[src/rtl/s_port_pkg.sv]
// Shared definitions for the serial-bus target port: default widths, phase encodings and FSM states.
package s_port_pkg;

  localparam int unsigned ADDR_W_DEF = 16;
  localparam int unsigned DATA_W_DEF = 8;

  localparam logic BUS_MODE_ADDR = 1'b0;
  localparam logic BUS_MODE_DATA = 1'b1;

  typedef enum logic [2:0] {
    ST_IDLE   = 3'd0,
    ST_ADDR   = 3'd1,
    ST_WDATA  = 3'd2,
    ST_REQ    = 3'd3,
    ST_RFETCH = 3'd4,
    ST_RSEND  = 3'd5,
    ST_ACK    = 3'd6
  } s_port_state_t;

endpackage

[src/rtl/s_port_if.sv]
// Serial-bus side plus parallel slave side of the target port, bundled for port hookup.
interface s_port_if
  import s_port_pkg::*;
#(
  parameter int unsigned ADDR_W = ADDR_W_DEF,
  parameter int unsigned DATA_W = DATA_W_DEF
);

  logic              bus_data_in;
  logic              bus_data_in_valid;
  logic              bus_mode;
  logic              bus_m_rw;
  logic              bus_m_ready;
  logic              bus_data_out;
  logic              bus_data_out_valid;
  logic              s_ack;
  logic              s_split;
  logic [ADDR_W-1:0] s_address_out;
  logic              s_address_out_valid;
  logic              s_rw;
  logic [DATA_W-1:0] s_data_out;
  logic              s_data_out_valid;
  logic              s_ready;
  logic [DATA_W-1:0] s_data_in;
  logic              s_data_in_valid;

  // Target-port view
  modport slave (
    input  bus_data_in, bus_data_in_valid, bus_mode, bus_m_rw, bus_m_ready,
    input  s_ready, s_data_in, s_data_in_valid,
    output bus_data_out, bus_data_out_valid, s_ack, s_split,
    output s_address_out, s_address_out_valid, s_rw, s_data_out, s_data_out_valid
  );

  // Initiator plus attached-slave view
  modport master (
    output bus_data_in, bus_data_in_valid, bus_mode, bus_m_rw, bus_m_ready,
    output s_ready, s_data_in, s_data_in_valid,
    input  bus_data_out, bus_data_out_valid, s_ack, s_split,
    input  s_address_out, s_address_out_valid, s_rw, s_data_out, s_data_out_valid
  );

endinterface

[src/rtl/s_port_piso_shift.sv]
// Parallel-in serial-out shifter for read data; LSB presented first, o_last_c flags the final bit.
module piso_shift #(
  parameter int unsigned DATA_W = 8
) (
  input  logic              clk,
  input  logic              rst_n,
  input  logic              i_load,
  input  logic [DATA_W-1:0] i_data,
  input  logic              i_shift_en,
  output logic              o_bit,
  output logic              o_last_c
);

  localparam int unsigned IDX_W = (DATA_W < 2) ? 1 : $clog2(DATA_W);

  logic [DATA_W-1:0] r_sr;
  logic [IDX_W-1:0]  r_idx;

  always_ff @(posedge clk or negedge rst_n) begin
    if (!rst_n) begin
      r_sr  <= '0;
      r_idx <= '0;
    end else if (i_load) begin
      r_sr  <= i_data;
      r_idx <= '0;
    end else if (i_shift_en) begin
      r_sr  <= {1'b0, r_sr[DATA_W-1:1]};
      r_idx <= r_idx + IDX_W'(1);
    end
  end

  assign o_bit    = r_sr[0];
  assign o_last_c = (r_idx == IDX_W'(DATA_W - 1));

endmodule

[src/rtl/s_port.sv]
// Serial-bus target port: deserialises address/write data, issues a parallel slave request,
// and serialises fetched read data back to the initiator.
module s_port
  import s_port_pkg::*;
#(
  parameter int unsigned         ADDR_W        = ADDR_W_DEF,
  parameter int unsigned         DATA_W        = DATA_W_DEF,
  parameter int unsigned         DEV_ID_W      = 4,
  parameter logic [DEV_ID_W-1:0] DEV_ID        = DEV_ID_W'(1),
  parameter int unsigned         SPLIT_TIMEOUT = 8
) (
  input logic     clk,
  input logic     rst_n,
  s_port_if.slave bus
);

  localparam int unsigned CNT_W  = $clog2(ADDR_W + 1);
  localparam int unsigned AIDX_W = $clog2(ADDR_W);
  localparam int unsigned DIDX_W = (DATA_W < 2) ? 1 : $clog2(DATA_W);
  localparam int unsigned TMO_W  = (SPLIT_TIMEOUT < 2) ? 1 : $clog2(SPLIT_TIMEOUT + 1);

  localparam logic [CNT_W-1:0] ADDR_LAST = CNT_W'(ADDR_W - 1);
  localparam logic [CNT_W-1:0] DATA_LAST = CNT_W'(DATA_W - 1);
  localparam logic [TMO_W-1:0] TMO_MAX   = TMO_W'(SPLIT_TIMEOUT);
  localparam logic [TMO_W-1:0] TMO_LAST  = TMO_W'((SPLIT_TIMEOUT == 0) ? 0 : SPLIT_TIMEOUT - 1);

  s_port_state_t     r_state;
  logic [CNT_W-1:0]  r_cnt;
  logic [ADDR_W-1:0] r_addr;
  logic [DATA_W-1:0] r_data;
  logic              r_rw;
  logic              r_drain;
  logic              r_addr_valid;
  logic              r_data_valid;
  logic              r_ack;
  logic              r_split;
  logic              r_split_done;
  logic [TMO_W-1:0]  r_tmo;
  logic              r_sending;

  logic [ADDR_W-1:0] w_addr_full;
  logic              w_id_match;
  logic              w_piso_load;
  logic              w_piso_shift;
  logic              w_piso_bit;
  logic              w_piso_last;

  // Decode uses the bit arriving now as the address MSB
  assign w_addr_full  = {bus.bus_data_in, r_addr[ADDR_W-2:0]};
  assign w_id_match   = (w_addr_full[ADDR_W-1 -: DEV_ID_W] == DEV_ID);
  assign w_piso_load  = (r_state == ST_RFETCH) && bus.s_data_in_valid;
  assign w_piso_shift = r_sending && bus.bus_m_ready;

  piso_shift #(.DATA_W(DATA_W)) u_piso (
    .clk        (clk),
    .rst_n      (rst_n),
    .i_load     (w_piso_load),
    .i_data     (bus.s_data_in),
    .i_shift_en (w_piso_shift),
    .o_bit      (w_piso_bit),
    .o_last_c   (w_piso_last)
  );

  always_ff @(posedge clk or negedge rst_n) begin
    if (!rst_n) begin
      r_state      <= ST_IDLE;
      r_cnt        <= '0;
      r_addr       <= '0;
      r_data       <= '0;
      r_rw         <= 1'b0;
      r_drain      <= 1'b0;
      r_addr_valid <= 1'b0;
      r_data_valid <= 1'b0;
      r_ack        <= 1'b0;
      r_split      <= 1'b0;
      r_split_done <= 1'b0;
      r_tmo        <= '0;
      r_sending    <= 1'b0;
    end else begin
      r_ack   <= 1'b0;
      r_split <= 1'b0;
      case (r_state)
        ST_IDLE: begin
          // After a foreign-ID address, swallow the rest of that burst until the bus goes quiet
          if (r_drain) begin
            if (!bus.bus_data_in_valid) r_drain <= 1'b0;
          end else if (bus.bus_data_in_valid && (bus.bus_mode == BUS_MODE_ADDR)) begin
            r_addr[0] <= bus.bus_data_in;
            r_rw      <= bus.bus_m_rw;
            r_cnt     <= CNT_W'(1);
            r_state   <= ST_ADDR;
          end
        end

        ST_ADDR: begin
          if (bus.bus_data_in_valid) begin
            r_addr[r_cnt[AIDX_W-1:0]] <= bus.bus_data_in;
            if (r_cnt == ADDR_LAST) begin
              r_cnt <= '0;
              if (!w_id_match) begin
                r_drain <= 1'b1;
                r_state <= ST_IDLE;
              end else if (r_rw) begin
                r_state <= ST_WDATA;
              end else begin
                r_addr_valid <= 1'b1;
                r_state      <= ST_REQ;
              end
            end else begin
              r_cnt <= r_cnt + CNT_W'(1);
            end
          end
        end

        ST_WDATA: begin
          if (bus.bus_data_in_valid) begin
            if (bus.bus_mode == BUS_MODE_DATA) begin
              r_data[r_cnt[DIDX_W-1:0]] <= bus.bus_data_in;
              if (r_cnt == DATA_LAST) begin
                r_cnt        <= '0;
                r_addr_valid <= 1'b1;
                r_data_valid <= 1'b1;
                r_state      <= ST_REQ;
              end else begin
                r_cnt <= r_cnt + CNT_W'(1);
              end
            end else begin
              r_cnt   <= '0;
              r_state <= ST_IDLE;
            end
          end
        end

        ST_REQ: begin
          if (bus.s_ready) begin
            r_addr_valid <= 1'b0;
            r_data_valid <= 1'b0;
            if (r_rw) begin
              r_ack   <= 1'b1;
              r_state <= ST_ACK;
            end else begin
              r_tmo        <= '0;
              r_split_done <= 1'b0;
              r_state      <= ST_RFETCH;
            end
          end
        end

        ST_RFETCH: begin
          // Returned data takes priority over a coincident timeout
          if (bus.s_data_in_valid) begin
            r_sending <= 1'b1;
            r_state   <= ST_RSEND;
          end else begin
            if (r_tmo != TMO_MAX) r_tmo <= r_tmo + TMO_W'(1);
            if ((SPLIT_TIMEOUT != 0) && !r_split_done && (r_tmo == TMO_LAST)) begin
              r_split      <= 1'b1;
              r_split_done <= 1'b1;
            end
          end
        end

        ST_RSEND: begin
          if (bus.bus_m_ready && w_piso_last) begin
            r_sending <= 1'b0;
            r_ack     <= 1'b1;
            r_state   <= ST_ACK;
          end
        end

        ST_ACK: begin
          r_state <= ST_IDLE;
        end

        default: begin
          r_cnt   <= '0;
          r_state <= ST_IDLE;
        end
      endcase
    end
  end

  // Read-bit valid follows the initiator's ready within the cycle so a stalled bit is never lost
  assign bus.bus_data_out        = w_piso_bit;
  assign bus.bus_data_out_valid  = r_sending & bus.bus_m_ready;
  assign bus.s_ack               = r_ack;
  assign bus.s_split             = r_split;
  assign bus.s_address_out       = r_addr;
  assign bus.s_address_out_valid = r_addr_valid;
  assign bus.s_rw                = r_rw;
  assign bus.s_data_out          = r_data;
  assign bus.s_data_out_valid    = r_data_valid;

endmodule

[src/flat_wrapper.sv]
// flat-port wrapper written by rule: the top's interface ports become plain ports
module s_port_flat import s_port_pkg::*;
#(
  parameter int unsigned         ADDR_W        = ADDR_W_DEF,
  parameter int unsigned         DATA_W        = DATA_W_DEF,
  parameter int unsigned         DEV_ID_W      = 4,
  parameter logic [DEV_ID_W-1:0] DEV_ID        = DEV_ID_W'(1),
  parameter int unsigned         SPLIT_TIMEOUT = 8
)
  (clk, rst_n, bus_bus_data_in, bus_bus_data_in_valid, bus_bus_mode, bus_bus_m_rw, bus_bus_m_ready, bus_s_ready, bus_s_data_in, bus_s_data_in_valid, bus_bus_data_out, bus_bus_data_out_valid, bus_s_ack, bus_s_split, bus_s_address_out, bus_s_address_out_valid, bus_s_rw, bus_s_data_out, bus_s_data_out_valid);
  s_port_if #(.ADDR_W(ADDR_W), .DATA_W(DATA_W)) bus_i ();
  input logic clk;
  input logic rst_n;
  input wire logic [$bits(bus_i.bus_data_in)-1:0] bus_bus_data_in;
  input wire logic [$bits(bus_i.bus_data_in_valid)-1:0] bus_bus_data_in_valid;
  input wire logic [$bits(bus_i.bus_mode)-1:0] bus_bus_mode;
  input wire logic [$bits(bus_i.bus_m_rw)-1:0] bus_bus_m_rw;
  input wire logic [$bits(bus_i.bus_m_ready)-1:0] bus_bus_m_ready;
  input wire logic [$bits(bus_i.s_ready)-1:0] bus_s_ready;
  input wire logic [$bits(bus_i.s_data_in)-1:0] bus_s_data_in;
  input wire logic [$bits(bus_i.s_data_in_valid)-1:0] bus_s_data_in_valid;
  output wire logic [$bits(bus_i.bus_data_out)-1:0] bus_bus_data_out;
  output wire logic [$bits(bus_i.bus_data_out_valid)-1:0] bus_bus_data_out_valid;
  output wire logic [$bits(bus_i.s_ack)-1:0] bus_s_ack;
  output wire logic [$bits(bus_i.s_split)-1:0] bus_s_split;
  output wire logic [$bits(bus_i.s_address_out)-1:0] bus_s_address_out;
  output wire logic [$bits(bus_i.s_address_out_valid)-1:0] bus_s_address_out_valid;
  output wire logic [$bits(bus_i.s_rw)-1:0] bus_s_rw;
  output wire logic [$bits(bus_i.s_data_out)-1:0] bus_s_data_out;
  output wire logic [$bits(bus_i.s_data_out_valid)-1:0] bus_s_data_out_valid;
  assign bus_i.bus_data_in = bus_bus_data_in;
  assign bus_i.bus_data_in_valid = bus_bus_data_in_valid;
  assign bus_i.bus_mode = bus_bus_mode;
  assign bus_i.bus_m_rw = bus_bus_m_rw;
  assign bus_i.bus_m_ready = bus_bus_m_ready;
  assign bus_i.s_ready = bus_s_ready;
  assign bus_i.s_data_in = bus_s_data_in;
  assign bus_i.s_data_in_valid = bus_s_data_in_valid;
  assign bus_bus_data_out = bus_i.bus_data_out;
  assign bus_bus_data_out_valid = bus_i.bus_data_out_valid;
  assign bus_s_ack = bus_i.s_ack;
  assign bus_s_split = bus_i.s_split;
  assign bus_s_address_out = bus_i.s_address_out;
  assign bus_s_address_out_valid = bus_i.s_address_out_valid;
  assign bus_s_rw = bus_i.s_rw;
  assign bus_s_data_out = bus_i.s_data_out;
  assign bus_s_data_out_valid = bus_i.s_data_out_valid;
  s_port #(.ADDR_W(ADDR_W), .DATA_W(DATA_W), .DEV_ID_W(DEV_ID_W), .DEV_ID(DEV_ID), .SPLIT_TIMEOUT(SPLIT_TIMEOUT)) u_core (.clk(clk), .rst_n(rst_n), .bus(bus_i));
endmodule
[config.mk]
export PLATFORM = sky130hd
export DESIGN_NAME = s_port_flat
export DESIGN_NICKNAME = d
export VERILOG_FILES = /design/src/rtl/s_port_pkg.sv /design/src/rtl/s_port_if.sv /design/src/rtl/s_port_piso_shift.sv /design/src/rtl/s_port.sv /design/src/flat_wrapper.sv
export SDC_FILE = /design/constraint.sdc
export NUM_CORES = 1
export LEC_CHECK = 0
export BUFFER_PORTS_ARGS = -buffer_cell sky130_fd_sc_hd__buf_2
export CORE_MARGIN = 2
export CORE_UTILIZATION = 25
export DETAILED_ROUTE_END_ITERATION = 10
export PLACE_DENSITY_LB_ADDON = 0.3
export SYNTH_ARGS = -nofsm -noshare
export SYNTH_HDL_FRONTEND = slang
export SYNTH_SLANG_ARGS = --single-unit
[constraint.sdc]
create_clock -name clk -period 2.3 [get_ports clk]
set_clock_uncertainty 0.15 [all_clocks]
set_input_delay 0.46 -clock clk [delete_from_list [all_inputs] [get_ports clk]]
set_output_delay 0.46 -clock clk [all_outputs]
set_load 0.05 [all_outputs]
==> impl_table.tex <==
\begin{tabular}{lr}
\hline
Metric & Value \\
\hline
\multicolumn{2}{l}{\textbf{Status}} \\
Status & completed \\
\multicolumn{2}{l}{\textbf{Timing}} \\
Setup Viol. Count Final & 0 \\
Max frequency & 472.3 MHz \\
Endpoints failing hold & 0 \\
Slew HR & 62.42\% \\
Unrepaired setup endpoints after global routing & no \\
Total negative slack for setup checks & 0 ns \\
Shortest period the worst path allows & 2.117 ns \\
Share of the cycle needed by the critical path after routing & 92.06\% \\
Count of final max-slew check failures & 0 \\
Measured slew at the worst slew-check pin & 0.5578 ns \\
\multicolumn{2}{l}{\textbf{CTS}} \\
Num CTS Buffers & 5 \\
Clock Sinks & 55 \\
Deepest clock path buffer count & 2 \\
Post-CTS sizing & 0 \\
Register clock-pin slew on the reported worst setup and hold paths & 0.07 ns \\
TritonCTS clock tree & yes \\
CTS H-Tree Depth & 2 \\
Clock latency on the worst-skew pair & 0.29 ns \\
Master cell of the clock root buffer & sky130\_fd\_sc\_hd\_\_clkbuf\_16 \\
\multicolumn{2}{l}{\textbf{Synthesis}} \\
Mean cell area of the mapped netlist & 10.25 sq um \\
Dominant register cell in the synthesized netlist & sky130\_fd\_sc\_hd\_\_dfrtp\_1 \\
Most numerous cell in the Yosys netlist & sky130\_fd\_sc\_hd\_\_dfrtp\_1 \\
Synth warn & 0 \\
Synth async-reset ratio & 100.0\% \\
Seq/Total Area, Yosys & 47.60\% \\
Number of register bits inferred by synthesis & 55 \\
EDFF count, synth & 0 \\
Commonest cells in the netlist & sky130\_fd\_sc\_hd\_\_dfrtp\_1, sky130\_fd\_sc\_hd\_\_nand2\_1, sky130\_fd\_sc\_hd\_\_mux2\_2 \\
Leading cell types by total area after synthesis & sky130\_fd\_sc\_hd\_\_dfrtp\_1, sky130\_fd\_sc\_hd\_\_mux2\_2, sky130\_fd\_sc\_hd\_\_nand2\_1 \\
Mapped cell area & 0.002892 sq mm \\
Distinct cells, synth & 54 \\
Number of instances in the synthesized netlist & 282 \\
Portion of synthesized cell area occupied by the leading cell type & 47.60\% \\
Biggest area consumer among synthesized cells & sky130\_fd\_sc\_hd\_\_dfrtp\_1 \\
Number of nets in the synthesized netlist & 308 \\
\multicolumn{2}{l}{\textbf{Setup path}} \\
Sequence of cells on the critical path & ha\_1 > nand4bb\_1 > a2bb2oi\_1 > o211ai\_1 > mux2\_2 \\
CP Data Arrival Time & 2.14 ns \\
Req. time, crit path & 2.33 ns \\
CP startpoint kind & register \\
Worst-path maximum fanout & 8 \\
Cell with the largest stage delay on the worst path & sky130\_fd\_sc\_hd\_\_dfrtp\_1 \\
Kind of end point of the critical path & register \\
Critical setup path kind & reg -> reg \\
Delay of the slowest cell on the worst path & 0.50 ns \\
\multicolumn{2}{l}{\textbf{Floorplanning}} \\
Initial cell density of the core & 25.43\% \\
Number of rows created at floorplan & 39 \\
Die boundary height & 111.5 um \\
Total core area & 0.01137 sq mm \\
Number of primary I/O pins & 48 \\
Horizontal die dimension & 111.5 um \\
Die outline area & 0.01244 sq mm \\
\multicolumn{2}{l}{\textbf{Min path}} \\
Worst min-delay path class & in -> reg \\
\multicolumn{2}{l}{\textbf{Placed design}} \\
Port buffer count & 47 \\
Post-detailed-placement half-perimeter wirelength & 4.812 mm \\
Number of placed cells counting well taps & 472 \\
Weighted congestion at the end of routability-driven global placement & 0.7957 \\
\multicolumn{2}{l}{\textbf{Routing}} \\
TritonRoute pass-1 iters & 4 \\
First DRT Iteration DRCs & 166 \\
Vias & 2,242 \\
Detail-routed net length per standard cell & 13.67 um \\
Routed wire length & 6.573 mm \\
Number of remaining DRC errors & 0 \\
Vias per cell & 4.661 \\
Antenna Violating Nets Remaining & 0 \\
\multicolumn{2}{l}{\textbf{GRT}} \\
Overall track demand over capacity in global routing & 10.84\% \\
First-pass GRT wire length & 11.02 mm \\
Antenna violations before repair & 0 \\
Number of global-route vias before repair & 2,140 \\
Congestion Overflow GR & 0 \\
Maximum number of pins on one net before global-route repair & 26 \\
\multicolumn{2}{l}{\textbf{Flow run}} \\
Max\_cap viols & 0 \\
\multicolumn{2}{l}{\textbf{Finish}} \\
Count of placed standard cells in the final layout, fillers left out & 481 \\
Area growth from synthesis to final layout & 21.94\% \\
Share of post-route cells with drive strength above 1 & 28.70\% \\
Count of nets after finishing & 363 \\
Antenna Cells & 0 \\
\multicolumn{2}{l}{\textbf{Power and ir drop}} \\
Leak pwr & 1.640 nW \\
VDD IR-drop max & 382.8 uV \\
Power density over cell area & 1274 mW/mm\^{}2 \\
\hline
\end{tabular}
## logic make-up (layout without fill, tap and decap cells)
group | Yosys count | in the layout | synth area share, %
and+or+nand+nor | 106 | 106 | 19.82
buffers and inverters | 24 | 80 | 3.505
adders and majority gates | 9 | 9 | 3.894
DFF | 55 | 55 | 47.60
muxes | 34 | 34 | 12.89
xor gates and xnor gates | 2 | 2 | 0.6059
AOI/OAI and AO/OA | 52 | 52 | 11.68
## flip-flops by register name, summed over array words and instances, names as in the netlist
signal,cells
u_core.bus.s_address_out,16
u_core.r_state,3
u_core.u_piso.r_idx,3
u_core.r_cnt,5
u_core.bus.s_ack,1
u_core.bus.s_data_out,8
u_core.r_sending,1
u_core.r_tmo,4
u_core.bus.s_rw,1
u_core.r_split_done,1
u_core.bus.s_split,1
u_core.r_drain,1
u_core.bus.s_address_out_valid,1
u_core.u_piso.r_sr,8
u_core.bus.s_data_out_valid,1
## cell usage in the layout (no fill, tap or decap), drive strengths merged, types with 2 or more instances in the layout
cell type,Yosys,routed
nand4bb,2,2
or3b,2,2
a21oi,9,9
o22ai,4,4
nand3,12,12
xor2,2,2
inv,10,10
ha,9,9
nand2b,3,3
mux2,26,26
nor3,9,9
mux2i,8,8
o211ai,2,2
a32o,2,2
nand2,39,39
nor4b,2,2
nand4b,3,3
a211o,2,2
nor3b,5,5
clkbuf,4,8
a2bb2oi,2,2
and2,3,3
nor2,14,14
nand3b,3,3
o21ai,18,18
dfrtp,55,55
buf,10,61
nor2b,2,2
## where the power goes
group / total [W] / internal, W / switching, W
Combinational: 0.00205 / 0.000733 / 0.00131
Sequential: 0.00164 / 0.00129 / 0.000349
Clock: 0.000807 / 0.000465 / 0.000342
Total: 0.00449 / 0.00249 / 0.00200
## layout make-up
type                    instances  area, sq um
fillers                      1190         7844
inverters                      10        37.54
well taps                     143        178.9
multi-input cells             203         1414
repair buffers                 62        362.8
clock buffers                   8        156.4
flip-flops and latches         55         1376
## worst max-delay path: cells and delay by family (launching register included)
kind | cells | cell delay (ns)
multiplexers | 1 | 0.31
adder cells (fa/ha/maj) | 1 | 0.25
AO/OA/AOI/OAI | 2 | 0.57
AND/OR/NAND/NOR | 1 | 0.22
flip-flops | 1 | 0.50
## per-stage QoR
stage / hold slack (ns) / setup slack [ns] / power, W / area (sq um) / util (%)
after floorplan: 0.01441 / 0.3817 / 0.003155 / 2892 / -
after global placement: 0.2633 / 0.2208 / 0.003699 / 3359 / 29.55
after detailed placement: 0.2688 / 0.2396 / 0.003712 / 3359 / 29.55
after CTS: 0.2155 / 0.2095 / 0.004537 / 3526 / 31.01
after global routing: 0.2356 / 0.04841 / 0.004826 / 3526 / 31.01
final: 0.2191 / 0.1826 / 0.004492 / 3526 / 31.01
## path summary, 6_finish.rpt
kind,from,slack [ns],end,cells past startpoint
hold / removal,bus_s_data_in[0],0.22,u_core.u_piso.r_sr[0],3
min in group asynchronous,rst_n,0.48,u_core.bus.s_data_out[2],2
setup / recovery,u_core.r_cnt[0],0.18,u_core.r_state[0],5
setup reg to reg,u_core.r_cnt[0],0.18,u_core.r_state[0],5
max in group asynchronous,rst_n,1.00,u_core.bus.s_address_out[5],3
hold reg to reg,u_core.r_split_done,0.28,u_core.bus.s_split,1
## per-layer routing
layer,up-vias,part of all wire [%],routed length [um],track usage (%)
met5,-,0,0,0
li1,1123,-,-,-
met2,42,43,2850,15.57
met1,1068,52,3386,15.97
met4,0,2.3,148,4.280
met3,9,2.9,188,2.177
## timing repair
item,CTS,global route
hold buffers,1,0
buffers inserted,0,0
endpoints found under the hold margin,13,0
(Power assumes the default switching activity.)
